<file path="config.mk">
export PLATFORM = sky130hd
export DESIGN_NAME = get_digests_request
export DESIGN_NICKNAME = d
export VERILOG_FILES = /design/src/rtl/get_digests_request.sv
export SDC_FILE = /design/constraint.sdc
export NUM_CORES = 1
export LEC_CHECK = 0
export CORE_MARGIN = 2
export CORE_UTILIZATION = 40
export CTS_CLUSTER_SIZE = 8
export DETAILED_ROUTE_END_ITERATION = 10
export PLACE_DENSITY = 0.85
export SLEW_MARGIN = 20
export SYNTH_ARGS = -nofsm -noshare
export SYNTH_HDL_FRONTEND = slang
export SYNTH_SLANG_ARGS = --single-unit
</file>
<file path="constraint.sdc">
create_clock -name clk -period 4.95 [get_ports clk]
set_input_delay 0.7425 -clock clk [delete_from_list [all_inputs] [get_ports clk]]
set_output_delay 0.7425 -clock clk [all_outputs]
set_load 0.02 [all_outputs]
</file>
<file path="src/rtl/get_digests_request.sv">
// get_digests_request: initiator side of the GET_DIGESTS/DIGESTS exchange.
// Optional build macro DIGESTS_RETRY_EN re-issues a timed-out request up to MAX_RETRIES times.
module get_digests_request #(
    parameter int HDR_W          = 32,
    parameter int DIGEST_W       = 32,
    parameter int NUM_SLOTS      = 3,
    parameter int TIMEOUT_CYCLES = 64,
    parameter int MAX_RETRIES    = 2
) (
    input  logic                          clk,
    input  logic                          reset,
    input  logic                          start,
    output logic                          req_ack,
    input  logic                          rsp_ack,
    input  logic [HDR_W-1:0]              rsp_header,
    input  logic [NUM_SLOTS*DIGEST_W-1:0] rsp_payload,
    output logic                          busy,
    output logic                          done,
    output logic                          error,
    output logic [2:0]                    err_code,
    output logic [7:0]                    slot_mask,
    output logic [NUM_SLOTS*DIGEST_W-1:0] digests
);

    localparam int               PAY_W     = NUM_SLOTS * DIGEST_W;
    localparam int               CNT_W     = $clog2(TIMEOUT_CYCLES);
    localparam logic [CNT_W-1:0] CNT_LAST  = CNT_W'(TIMEOUT_CYCLES - 1);
    localparam logic [7:0]       SLOT_BITS = 8'((1 << NUM_SLOTS) - 1);

    localparam logic [2:0] ERR_NONE      = 3'd0;
    localparam logic [2:0] ERR_VERSION   = 3'd1;
    localparam logic [2:0] ERR_MSG_TYPE  = 3'd2;
    localparam logic [2:0] ERR_SLOT_MASK = 3'd3;
    localparam logic [2:0] ERR_TIMEOUT   = 3'd4;

    typedef enum logic [2:0] {
        S_IDLE,
        S_WAIT,
        S_DONE,
        S_ERR
`ifdef DIGESTS_RETRY_EN
        , S_RETRY
`endif
    } state_t;

    state_t            state;
    logic [CNT_W-1:0]  timer;
    logic [2:0]        hdr_code;
    logic [PAY_W-1:0]  masked_payload;
    logic [7:0]        hdr_version;
    logic [7:0]        hdr_msg_type;
    logic [7:0]        hdr_param2;
    logic              unused_param1;

`ifdef DIGESTS_RETRY_EN
    localparam int RETRY_W = (MAX_RETRIES > 0) ? $clog2(MAX_RETRIES + 1) : 1;
    logic [RETRY_W-1:0] retry_cnt;
`else
    localparam int UNUSED_MAX_RETRIES = MAX_RETRIES;
`endif

    assign hdr_version   = rsp_header[HDR_W-1 -: 8];
    assign hdr_msg_type  = rsp_header[HDR_W-9 -: 8];
    assign hdr_param2    = rsp_header[7:0];
    assign unused_param1 = ^rsp_header[HDR_W-17 -: 8];

    always_comb begin
        hdr_code = ERR_NONE;
        if (hdr_version != 8'h01)
            hdr_code = ERR_VERSION;
        else if (hdr_msg_type != 8'h01)
            hdr_code = ERR_MSG_TYPE;
        else if (hdr_param2 == 8'h00 || (hdr_param2 & ~SLOT_BITS) != 8'h00)
            hdr_code = ERR_SLOT_MASK;
    end

    // Slot 0 sits in the MSBs; slots not named in Param2 are reported as zero.
    always_comb begin
        masked_payload = '0;
        for (int i = 0; i < NUM_SLOTS; i++)
            if (hdr_param2[i])
                masked_payload[(NUM_SLOTS-i)*DIGEST_W-1 -: DIGEST_W] =
                    rsp_payload[(NUM_SLOTS-i)*DIGEST_W-1 -: DIGEST_W];
    end

    // NOTE: all state and registered outputs use non-blocking assignments so every
    // branch sees the pre-edge values of state, timer and retry_cnt.
    always_ff @(posedge clk or posedge reset) begin
        if (reset) begin
            state     <= S_IDLE;
            timer     <= '0;
            req_ack   <= 1'b0;
            busy      <= 1'b0;
            done      <= 1'b0;
            error     <= 1'b0;
            err_code  <= ERR_NONE;
            slot_mask <= 8'h00;
            digests   <= '0;
`ifdef DIGESTS_RETRY_EN
            retry_cnt <= '0;
`endif
        end else begin
            done  <= 1'b0;
            error <= 1'b0;
            case (state)
                S_IDLE: begin
                    if (start) begin
                        state   <= S_WAIT;
                        req_ack <= 1'b1;
                        busy    <= 1'b1;
                        timer   <= '0;
`ifdef DIGESTS_RETRY_EN
                        retry_cnt <= '0;
`endif
                    end
                end
                S_WAIT: begin
                    if (rsp_ack) begin
                        req_ack  <= 1'b0;
                        err_code <= hdr_code;
                        if (hdr_code == ERR_NONE) begin
                            state     <= S_DONE;
                            done      <= 1'b1;
                            slot_mask <= hdr_param2;
                            digests   <= masked_payload;
                        end else begin
                            state     <= S_ERR;
                            error     <= 1'b1;
                            slot_mask <= 8'h00;
                            digests   <= '0;
                        end
                    end else if (timer == CNT_LAST) begin
                        req_ack <= 1'b0;
`ifdef DIGESTS_RETRY_EN
                        if (int'(retry_cnt) < MAX_RETRIES) begin
                            state     <= S_RETRY;
                            retry_cnt <= retry_cnt + RETRY_W'(1);
                            timer     <= '0;
                        end else begin
                            state     <= S_ERR;
                            error     <= 1'b1;
                            err_code  <= ERR_TIMEOUT;
                            slot_mask <= 8'h00;
                            digests   <= '0;
                        end
`else
                        state     <= S_ERR;
                        error     <= 1'b1;
                        err_code  <= ERR_TIMEOUT;
                        slot_mask <= 8'h00;
                        digests   <= '0;
`endif
                    end else begin
                        timer <= timer + CNT_W'(1);
                    end
                end
`ifdef DIGESTS_RETRY_EN
                S_RETRY: begin
                    state   <= S_WAIT;
                    req_ack <= 1'b1;
                end
`endif
                S_DONE, S_ERR: begin
                    state <= S_IDLE;
                    busy  <= 1'b0;
                end
                default: begin
                    state   <= S_IDLE;
                    req_ack <= 1'b0;
                    busy    <= 1'b0;
                end
            endcase
        end
    end

endmodule

</file>
==> key figures <==
Cells and area
  • FILL cells: 946
  • Antenna diodes: 0
  • Multi-input gate area: 1670 µm²
  • Most frequent cells in the layout: clkdlybuf4s50_1, nand2_1, dfrtp_1, o21ai_1, o21ai_0
  • Area Growth Syn to Fin: 62.0%
  • FF+latch area: 2980 µm²
  • # nets final: 884
  • Layout cells sized above 1: 4.99%
  • Commonest non-fill, non-tap cell in the layout: clkdlybuf4s50_1
  • Final Cell Area: 7800 µm²

Timing
  • Fmax: 382 MHz
  • RSZ-0062 raised after global routing: no
  • Slew headroom: about a quarter
  • Slew @ Worst Pin: 1.11 ns
  • Max-slew violations: 0
  • Setup TNS: 0 ns
  • Final period util: 52.9%
  • Final hold violations: 0
  • Final setup violation count: 0
  • Clock Skew: 0.00657 ns
  • Final Critical Period: roughly 2.6 ns

Global route
  • Vias in the first global route: 4771
  • Pin count of the biggest net entering global routing: 112
  • Initial antenna violation count: 0
  • Remaining global-route overflow: 0
  • First-pass GRT wire length: 23400 µm
  • Total GRT Usage: 23.1%

Clock tree
  • Setup Buffers After CTS: 0
  • CTS Buf Count: 17
  • Clk slew on worst S/H paths: 0.05 ns
  • CTS max path bufs: 2
  • H-tree depth: 4
  • Post-CTS Hold Buffers: 0
  • CTS tree: built
  • Clock Latency Late Sink: 0.40 ns
  • Clk sinks: about 120
  • Root buf cell: clkbuf_16
  • Post-CTS sizing: 0

Detailed routing
  • Via-to-Cell Ratio: 5.09
  • Total Wirelength: approximately 14000 µm
  • Iteration-0 DRC Markers: 271
  • WL/cell: 15.7 µm
  • 1st-pass router iterations: 5
  • Routed Antenna Nets: 0
  • Via count: 4621
  • # DRC: 0

Power
  • Pleak: ~3.2 nW
  • Worst VDD drop: 0.000207 V
  • Pwr dens: 319 nW/µm²

Setup path
  • CP Launch Point: rsp_ack
  • FF-to-FF End: digests[46]$_DFFE_PP0P_
  • Worst reg2reg setup slack: about 2.6 ns
  • R2R cell count: 6
  • CP Capture Type: flop
  • WP data arrival: between 2 and 3 ns
  • Crit Path Max Fanout: approximately 110
  • Critical path required time: 5.27 ns
  • Worst setup SP type: input pin
  • Worst flop-to-flop path startpoint: timer[0]$_DFFE_PP0P_
  • Worst setup endpoint: digests[46]$_DFFE_PP0P_
  • Worst setup path class: input pin to flop

Floorplanning
  • Initial Utilization: 40.6%
  • Die Y: 114 µm
  • Die W: ~110 µm
  • # rows: 40
  • DIE AREA: between 10000 and 15000 µm²
  • Core area: 11900 µm²
  • Io pins: 243

Synth
  • Seq/Total Area, Yosys: 61.9%
  • Yosys warns: 0
  • Synth unique cells: 39
  • Synth Flop Type: dfrtp_1
  • Syn_nets: 657
  • Async S/R FF share, synth: 100%
  • Cells after Synth: 524
  • Synth Cell Area: between 4000 and 5000 µm²
  • Syn Area/Cell: 9.19 µm²
  • Seq cells post-synth: about 120
  • Post-synth EDFFs: 0

Place
  • Dpl hpwl: about 10000 µm
  • Placed cell areas: roughly 7300 µm²
  • GPL Wtd Cong: 0.887
  • Port bufs: 234

Min path
  • HP Class: flop to flop

Run status
  • Outcome: complete, no violations

Job
  • Max cap viols: 0
## worst max-delay path, cell delays in order
cell and delay [ns]:
clkdlybuf4s50_1 0.58, nand3b_1 0.22, o31a_2 0.19, buf_4 0.78, nand2_1 0.15, o21ai_1 0.15
## metal layers
layer / vias to the layer above / GRT usage, % / part of all wire [%]
li1: 2175 / - / -
met1: 2211 / 26.4 / 38
met2: 212 / 39.8 / 51
met3: 23 / 7.76 / 9.0
met4: 0 / 9.27 / 1.8
met5: - / 0 / 0
## registers in the layout, summed over array words and instances, names as in the netlist
name / count
busy: 1
state: 2
digests: 96
req_ack: 1
done: 1
error: 1
err_code: 3
timer: 6
slot_mask: 8
## layout make-up
class / count / area share [%]
tap: 147 / 2.36
timing repair buffer: 242 / 30.8
clock inverter: 5 / 0.963
clock buffer: 24 / 5.92
sequential: 119 / 38.2
multi-input combinational: 366 / 21.5
inverter: 5 / 0.273
## worst min-delay path by stage
stage / from / end / slack, ns / cells after the start
global placement: req_ack$_DFFE_PP0P_ / req_ack$_DFFE_PP0P_ / 0.46 / 2
finish: digests[91]$_DFFE_PP0P_ / digests[91]$_DFFE_PP0P_ / 0.48 / 2
global route: digests[91]$_DFFE_PP0P_ / digests[91]$_DFFE_PP0P_ / 0.49 / 2
floorplan: state[1]$_DFFE_PP0P_ / busy$_DFFE_PP0P_ / 0.45 / 1
detailed placement: slot_mask[6]$_DFFE_PP0P_ / slot_mask[6]$_DFFE_PP0P_ / 0.47 / 1
CTS: digests[61]$_DFFE_PP0P_ / digests[61]$_DFFE_PP0P_ / 0.48 / 2
## cell usage after synthesis (2+ instances only)
cell type | count | area (µm²)
a21oi_1 | 5 | 25.0
and2_1 | 5 | 31.3
and3_1 | 2 | 12.5
buf_2 | 4 | 20.0
clkbuf_1 | 20 | 75.1
clkbuf_2 | 9 | 45.0
dfrtp_1 | 119 | 2980
inv_1 | 4 | 15.0
nand2_1 | 206 | 773
nand3_1 | 4 | 20.0
nand3b_1 | 2 | 15.0
nand4_1 | 4 | 25.0
nor2_1 | 6 | 22.5
nor3_1 | 4 | 20.0
o21ai_0 | 18 | 90.1
o21ai_1 | 86 | 430
or3_1 | 3 | 18.8
or4_1 | 2 | 15.0
## through the flow
step	utilization, %	worst slack, ns	total power (W)	instances	hold slack [ns]
after floorplan	-	1.05	0.00121	524	0.450
after global placement	61.2	2.05	0.00137	879	0.463
after CTS	65.7	2.38	0.00252	908	0.483
final	65.7	2.33	0.00249	908	0.476
after global routing	65.7	2.16	0.00260	908	0.494
after detailed placement	61.2	1.96	0.00138	879	0.470
## kinds of logic after synthesis
| kind of cell | synth area share [%] |
|---|---|
| DFF | 61.9 |
| adders and majority gates | 0.260 |
| AOI/OAI and AO/OA | 12.8 |
| muxes | 0.208 |
| buffers and inverters | 3.38 |
| and+or+nand+nor | 21.4 |
## power by group
group,internal [W],switching (W)
clock network,0.000741,0.000388
registers,0.00100,0.0000230
logic,0.000150,0.000188
total,0.00189,0.000599
No activity file was read; power rests on OpenSTA's default activity.
